==> src/rtl/crank_wheel_pkg.sv <==
// Shared types and helpers for the crank/cam trigger-wheel generator.
`timescale 1ns/1ps
package crank_wheel_pkg;

  // Ramp behaviour selected per revolution; the raw code 3 decodes to constant.
  typedef enum logic [1:0] {
    MODE_CONST = 2'd0,
    MODE_ACCEL = 2'd1,
    MODE_DECEL = 2'd2
  } mode_e;

  // Top-level sequencer states, kept as plain constants for legacy tools.
  localparam logic [0:0] ST_IDLE = 1'b0;
  localparam logic [0:0] ST_RUN  = 1'b1;

  function automatic mode_e mode_decode(input logic [1:0] raw);
    case (raw)
      2'd1:    return MODE_ACCEL;
      2'd2:    return MODE_DECEL;
      default: return MODE_CONST;
    endcase
  endfunction

endpackage

==> src/rtl/crank_period_ramp.sv <==
// Saturating per-tooth update of the prescaler period.
`timescale 1ns/1ps
module crank_period_ramp
  import crank_wheel_pkg::*;
#(
  parameter int unsigned PW = 16
) (
  input  logic [1:0]    mode_i,
  input  logic [PW-1:0] period_i,
  input  logic [PW-1:0] period_min_i,
  input  logic [PW-1:0] period_max_i,
  input  logic [PW-1:0] ramp_step_i,
  output logic [PW-1:0] period_o
);

  // One extra bit catches borrow/carry so the result never wraps.
  logic [PW:0] diff;
  logic [PW:0] sum;

  // Select the clamped next period for the decoded ramp mode.
  always_comb begin
    diff = {1'b0, period_i} - {1'b0, ramp_step_i};
    sum  = {1'b0, period_i} + {1'b0, ramp_step_i};
    unique case (mode_decode(mode_i))
      MODE_ACCEL: period_o = (diff[PW] || (diff[PW-1:0] < period_min_i)) ? period_min_i
                                                                          : diff[PW-1:0];
      MODE_DECEL: period_o = (sum[PW] || (sum[PW-1:0] > period_max_i)) ? period_max_i
                                                                        : sum[PW-1:0];
      default:    period_o = period_i;
    endcase
  end

endmodule

==> src/rtl/crank_wheel_gen.sv <==
// N-minus-M crank wheel and cam window generator with per-tooth period ramp.
`timescale 1ns/1ps
module crank_wheel_gen
  import crank_wheel_pkg::*;
#(
  parameter int unsigned TOOTH_NUM       = 60,
  parameter int unsigned GAP_TEETH       = 2,
  parameter int unsigned TICKS_PER_TOOTH = 64,
  parameter int unsigned PW              = 16,
  parameter int unsigned CAM_CH          = 1,
  parameter int unsigned START_TOOTH     = 0,
  localparam int unsigned TP             = TOOTH_NUM - GAP_TEETH,
  localparam int unsigned TW             = $clog2(TP)
) (
  input  logic                 clk,
  input  logic                 rst,
  input  logic                 en,
  input  logic [1:0]           mode,
  input  logic [PW-1:0]        period_init,
  input  logic [PW-1:0]        period_min,
  input  logic [PW-1:0]        period_max,
  input  logic [PW-1:0]        ramp_step,
  input  logic [CAM_CH*TW-1:0] cam_start,
  input  logic [CAM_CH*TW-1:0] cam_end,
  output logic                 vr_out,
  output logic [CAM_CH-1:0]    cam_out,
  output logic [TW-1:0]        tooth_idx,
  output logic                 rev_pulse,
  output logic                 cam_phase,
  output logic [PW-1:0]        cur_period
);

  localparam int unsigned LONG_L = TICKS_PER_TOOTH * (GAP_TEETH + 1);
  localparam int unsigned TCW    = $clog2(LONG_L);

  localparam logic [TCW-1:0] N_LAST     = TCW'(TICKS_PER_TOOTH - 1);
  localparam logic [TCW-1:0] L_LAST     = TCW'(LONG_L - 1);
  localparam logic [TCW-1:0] N_HALF     = TCW'(TICKS_PER_TOOTH / 2);
  localparam logic [TCW-1:0] L_HALF     = TCW'(LONG_L / 2);
  localparam logic [TW-1:0]  LAST_TOOTH = TW'(TP - 1);
  localparam logic [TW-1:0]  FIRST_TOTH = TW'(START_TOOTH);

  // Shadow copy of the run configuration; declared here because its field
  // widths follow this module's parameters.
  typedef struct packed {
    logic [1:0]           mode;
    logic [PW-1:0]        period_min;
    logic [PW-1:0]        period_max;
    logic [PW-1:0]        ramp_step;
    logic [CAM_CH*TW-1:0] cam_start;
    logic [CAM_CH*TW-1:0] cam_end;
  } shadow_t;

  logic [0:0]        state_q, state_d;
  logic [PW-1:0]     presc_q, presc_d;
  logic [TCW-1:0]    tick_q, tick_d;
  logic [TW-1:0]     tooth_q, tooth_d;
  logic              phase_q, phase_d;
  logic [PW-1:0]     period_q, period_d;
  logic              vr_q, vr_d;
  logic [CAM_CH-1:0] cam_q, cam_d;
  logic              rev_q, rev_d;
  shadow_t           cfg_q, cfg_d;

  shadow_t           cfg_in;
  logic              tick_fire;
  logic              long_tooth;
  logic              tooth_end;
  logic [PW-1:0]     period_ramped;
  logic [CAM_CH-1:0] cam_hit;

  assign cfg_in = '{mode:       mode,
                    period_min: period_min,
                    period_max: period_max,
                    ramp_step:  ramp_step,
                    cam_start:  cam_start,
                    cam_end:    cam_end};

  assign tick_fire  = (presc_q == period_q);
  assign long_tooth = (tooth_q == LAST_TOOTH);
  assign tooth_end  = tick_fire && (tick_q == (long_tooth ? L_LAST : N_LAST));

  // Ramp always sees the shadow of the revolution now ending.
  crank_period_ramp #(
    .PW(PW)
  ) u_ramp (
    .mode_i       (cfg_q.mode),
    .period_i     (period_q),
    .period_min_i (cfg_q.period_min),
    .period_max_i (cfg_q.period_max),
    .ramp_step_i  (cfg_q.ramp_step),
    .period_o     (period_ramped)
  );

  // Cam windows compare the registered tooth index against shadow bounds.
  always_comb begin
    cam_hit = '0;
    for (int i = 0; i < int'(CAM_CH); i++) begin
      cam_hit[i] = phase_q && (cfg_q.cam_start[i*TW +: TW] <= tooth_q)
                           && (tooth_q < cfg_q.cam_end[i*TW +: TW]);
    end
  end

  // Sequencer, prescaler, tick/tooth counters and output next-state.
  always_comb begin
    state_d  = state_q;
    presc_d  = presc_q;
    tick_d   = tick_q;
    tooth_d  = tooth_q;
    phase_d  = phase_q;
    period_d = period_q;
    cfg_d    = cfg_q;
    vr_d     = 1'b0;
    cam_d    = '0;
    rev_d    = 1'b0;

    if (state_q == ST_IDLE) begin
      if (en) begin
        state_d  = ST_RUN;
        presc_d  = '0;
        tick_d   = '0;
        tooth_d  = FIRST_TOTH;
        period_d = period_init;
        cfg_d    = cfg_in;
      end
    end else if (!en) begin
      state_d  = ST_IDLE;
      presc_d  = '0;
      tick_d   = '0;
      tooth_d  = '0;
      phase_d  = 1'b0;
      period_d = '0;
    end else begin
      presc_d = tick_fire ? '0 : presc_q + 1'b1;
      if (tooth_end) begin
        tick_d   = '0;
        period_d = period_ramped;
        if (long_tooth) begin
          tooth_d = '0;
          phase_d = ~phase_q;
          rev_d   = 1'b1;
          cfg_d   = cfg_in;
        end else begin
          tooth_d = tooth_q + 1'b1;
        end
      end else if (tick_fire) begin
        tick_d = tick_q + 1'b1;
      end
      // High for the second half of whichever tooth the counters move into.
      vr_d  = (tick_d >= ((tooth_d == LAST_TOOTH) ? L_HALF : N_HALF));
      cam_d = cam_hit;
    end
  end

  // State registers with synchronous reset.
  always_ff @(posedge clk) begin
    if (rst) begin
      state_q  <= ST_IDLE;
      presc_q  <= '0;
      tick_q   <= '0;
      tooth_q  <= '0;
      phase_q  <= 1'b0;
      period_q <= '0;
      vr_q     <= 1'b0;
      cam_q    <= '0;
      rev_q    <= 1'b0;
      cfg_q    <= '0;
    end else begin
      state_q  <= state_d;
      presc_q  <= presc_d;
      tick_q   <= tick_d;
      tooth_q  <= tooth_d;
      phase_q  <= phase_d;
      period_q <= period_d;
      vr_q     <= vr_d;
      cam_q    <= cam_d;
      rev_q    <= rev_d;
      cfg_q    <= cfg_d;
    end
  end

  assign vr_out     = vr_q;
  assign cam_out    = cam_q;
  assign tooth_idx  = tooth_q;
  assign rev_pulse  = rev_q;
  assign cam_phase  = phase_q;
  assign cur_period = period_q;

endmodule

==> config.mk <==
export PLATFORM = sky130hd
export DESIGN_NAME = crank_wheel_gen
export DESIGN_NICKNAME = d
export VERILOG_FILES = /design/src/rtl/crank_wheel_pkg.sv /design/src/rtl/crank_period_ramp.sv /design/src/rtl/crank_wheel_gen.sv
export SDC_FILE = /design/constraint.sdc
export NUM_CORES = 1
export LEC_CHECK = 0
export CORE_MARGIN = 2
export CORE_UTILIZATION = 57
export CTS_CLUSTER_SIZE = 12
export DETAILED_ROUTE_END_ITERATION = 8
export PLACE_DENSITY = 0.84
export SLEW_MARGIN = 5
export SYNTH_ARGS = -nofsm -noshare
export SYNTH_HDL_FRONTEND = slang
export SYNTH_SLANG_ARGS = --single-unit
==> constraint.sdc <==
create_clock -name clk -period 4.6 [get_ports clk]
set_input_delay 0.69 -clock clk [delete_from_list [all_inputs] [get_ports clk]]
set_output_delay 0.69 -clock clk [all_outputs]
set_load 0.05 [all_outputs]
==> flow_metrics.py <==
metrics = {
    "detailed_routing": {
        "drt_iter0_markers": 938,
        "wl_per_cell_um": 18.9,
        "vias": 8644,
        "postRouteAntennaNets": 0,
        "vias_per_cell": 6.19,
        "first_pass_iters": 9,
        "drt-total-wl_mm": 26.5,
        "drcViolationCount": 0,
    },
    "yosys": {
        "avgSynthCellArea_sq_um": 7.45,
        "netlist_instances": 1090,
        "synth_top_area_share": 0.279,
        "synth_area_sq_mm": 0.00812,
        "syn-num-nets": 1253,
        "synth_edf_count": 0,
        "yosys_warnings": 0,
        "synth_top_cell_by_area": "dfxtp_1",
        "synth-main-ff-cell": "dfxtp_1",
        "ys_types": 76,
        "ys_ff_latch": 113,
        "synthArstFlopShare": 0,
        "synth_area_leaders": "dfxtp_1 (28%), ha_1 (12%), nand2_1 (8.0%)",
        "synth-seq-area-share": 0.279,
    },
    "power_and_ir_drop": {
        "finalPower_w": 0.00364,
        "powerDensity_mw_per_mm2": 352,
        "vdd_drop_max_mv": 0.312,
        "p_leak_nw": 4.16,
    },
    "worst_setup_path": {
        "critPathBufInv": 2,
        "cp-start-kind": "flip-flop",
        "end_kind": "flip-flop",
        "crit_type": "flip-flop to flip-flop",
        "reg2reg_slack_ps": 50,
        "required_ps": 4890,
        "r2r_end": "cur_period[10]$_SDFFE_PP0P_",
        "crit_path_max_incr_delay_ps": 600,
        "crit_fanout": 5,
        "rr_worst_depth": 18,
        "cp_data_arrival_time_ps": 4840,
        "crit_chain": "buf_4, ha_1, or2_2, o221ai_1, a21oi_2, o31ai_2, nand4b_1, nand4_1, ha_1, nand4_1, or4_4, a21oi_4, a2111oi_4, o221a_2, buf_4, nand3_1, o211ai_1, o2bb2ai_1",
        "path_delay_family": "compound AO/OA/AOI/OAI gates",
        "slowest_stage": "or4_4",
        "rr_startpoint": "cur_period[6]$_SDFFE_PP0P_",
    },
    "layout": {
        "stdcell_count": 1397,
        "final_cell_mix": "nand2_1 (174), a21oi_1 (110), dfxtp_1 (110), clkdlybuf4s50_1 (105), inv_1 (85)",
        "finalNetCount": 1367,
        "areaGrowthSynthToFinish_pct": 27.6,
        "final_util": 0.747,
        "diodes": 0,
        "layout_commonest_cell": "nand2_1",
        "drive_gt1_frac": 0.110,
    },
    "place": {
        "dp_cells": 1360,
        "gp_congestion": 1.02,
        "hpwlAfterDp_mm": 19.1,
        "numPortBuffers": 106,
        "pre_cts_slack_ps": 48.4,
    },
    "floorplanning": {
        "start_util": 0.585,
        "die_h_um": 123,
        "io_pins": 107,
        "design.core.area_sq_mm": 0.0139,
        "die-area_sq_mm": 0.0152,
        "rows": 43,
        "die_w_um": 123,
    },
    "worst_hold_path": {
        "min_path_type": "flip-flop to flip-flop",
        "hp-start": "cfg_q[37]$_SDFFE_PP0P_",
        "min_path_cells": 2,
        "hold_path_end": "cfg_q[37]$_SDFFE_PP0P_",
    },
    "clock_tree": {
        "htree_levels": 4,
        "cts_sinks": 113,
        "numCtsBuffers": 17,
        "clk_latency_ps": 430,
        "clk_pin_slew_ps": 50,
        "clock-root-buffer": "clkbuf_16",
        "cts_buffer_depth": 2,
        "cts_tree": "yes",
        "cts_hold_buffers": 0,
    },
    "sta": {
        "setup_viol": 0,
        "worstMarginPinSlew_ps": 1180,
        "hold_viol": 0,
        "min_period_ps": 4550,
        "finalWorstSetupSlack_ps": 54.8,
        "post-route-period-util": 0.988,
        "drv_slew": 0,
        "holdWs_ps": 452,
        "fmax_ghz": 0.220,
        "slew_headroom": 0.210,
        "skew_ps": 8.85,
    },
    "global_routing": {
        "grt_overflow_total": 0,
        "grt_pass1_wl_mm": 40.6,
        "grt_max_degree": 50,
        "antenna_found_initial": 0,
        "grt_usage": 0.346,
        "grt_pass1_vias": 7935,
    },
    "run_status": {
        "status": "completed",
    },
    "flow_run": {
        "max_cap_viol_count": 0,
    },
}
==> timing repair <==
item	4_1_cts	5_1_grt
gates cloned	0	1
pin swaps	2	19
endpoints found under the hold margin	0	0
endpoints found under the setup margin	5	16
setup buffers	1	3
gates resized for setup	1	51
==> how the worst max path moves through the flow <==
stage / start / to / slack (ps) / cells after the start
finish: cur_period[6]$_SDFFE_PP0P_ / cur_period[10]$_SDFFE_PP0P_ / 50 / 18
detailed placement: cur_period[0]$_SDFFE_PP0P_ / cur_period[8]$_SDFFE_PP0P_ / 50 / 19
global placement: cfg_q[14]$_SDFFE_PP0P_ / cur_period[7]$_SDFFE_PP0P_ / 220 / 19
floorplan: cur_period[0]$_SDFFE_PP0P_ / cur_period[12]$_SDFFE_PP0P_ / 10 / 18
global route: cur_period[0]$_SDFFE_PP0P_ / cur_period[8]$_SDFFE_PP0P_ / -80 / 20
CTS: cur_period[0]$_SDFFE_PP0P_ / cur_period[8]$_SDFFE_PP0P_ / 4 / 19
==> where the power goes <==
| part | switching, W | internal, W | total, W |
|---|---|---|---|
| clock | 0.000485 | 0.000860 | 0.00134 |
| combinational | 0.000715 | 0.000517 | 0.00123 |
| sequential | 0.0000446 | 0.00102 | 0.00107 |
| total | 0.00124 | 0.00240 | 0.00364 |
==> state kept, by name, indices dropped and copies added (netlist names) <==
name        count
presc_q        16
rev_pulse       1
tick_q          8
state_q         1
cfg_q          62
cur_period     16
tooth_idx       6
cam_phase       1
cam_out         1
vr_out          1
==> stage by stage <==
stage	setup TNS, ps	instance area, sq um
2_1_floorplan	0	8120
3_3_place_gp	0	9500
3_5_place_dp	0	9500
4_1_cts	0	10100
6_report	0	10400
5_1_grt	-279	10400
==> metal layers <==
metal,track usage,vias up,share of wire
li1,-,4055,-
met1,0.450,3984,0.41
met2,0.542,496,0.45
met3,0.0881,109,0.10
met4,0.152,0,0.046
met5,0,-,0
==> cell usage after synthesis, types with 4 or more instances <==
library cell and count:
o311ai_0 4, nand2_1 174, and3_1 14, o21a_1 8, xor2_1 11, nand3_1 34, a211o_1 4, o31ai_1 6
ha_1 80, or3_1 8, a21o_1 15, dfxtp_1 113, nor2b_1 11, or2_2 5, mux2_2 6, and2_1 4
a21oi_1 116, nand4_1 15, o211ai_1 6, a22oi_1 9, a211oi_1 8, clkbuf_1 37, nor2_1 61, mux2i_1 5
inv_1 87, o21ai_0 73, xnor2_1 33, buf_2 13, nand2b_1 18, nor3_1 25, o221ai_1 5, a31oi_1 8
==> cells by family after synthesis <==
group	after synthesis	share of synthesized area
flops	113	0.279
mux	11	0.0145
compound gates	307	0.236
simple gates	388	0.223
buf+inv	143	0.0699
fa+ha+maj	83	0.129
xor+xnor	45	0.0495
==> worst reg2reg max path, delay by kind of cell (launching register included) <==
family / cells / cell delay [ps]
fa+ha+maj: 2 / 650
compound gates: 8 / 1580
simple gates: 6 / 1500
flops: 1 / 340
buf+inv: 2 / 340
==> area by class of cell <==
cell class | instances | area (sq um)
Timing Repair Buffer | 149 | 1410
Fill cell | 1067 | 3520
Tap cell | 180 | 225
Inverter | 88 | 330
Multi-Input combinational cell | 835 | 5540
Clock buffer | 21 | 450
Sequential cell | 113 | 2270
Clock inverter | 11 | 138
Power figures use the tool's default switching activity.
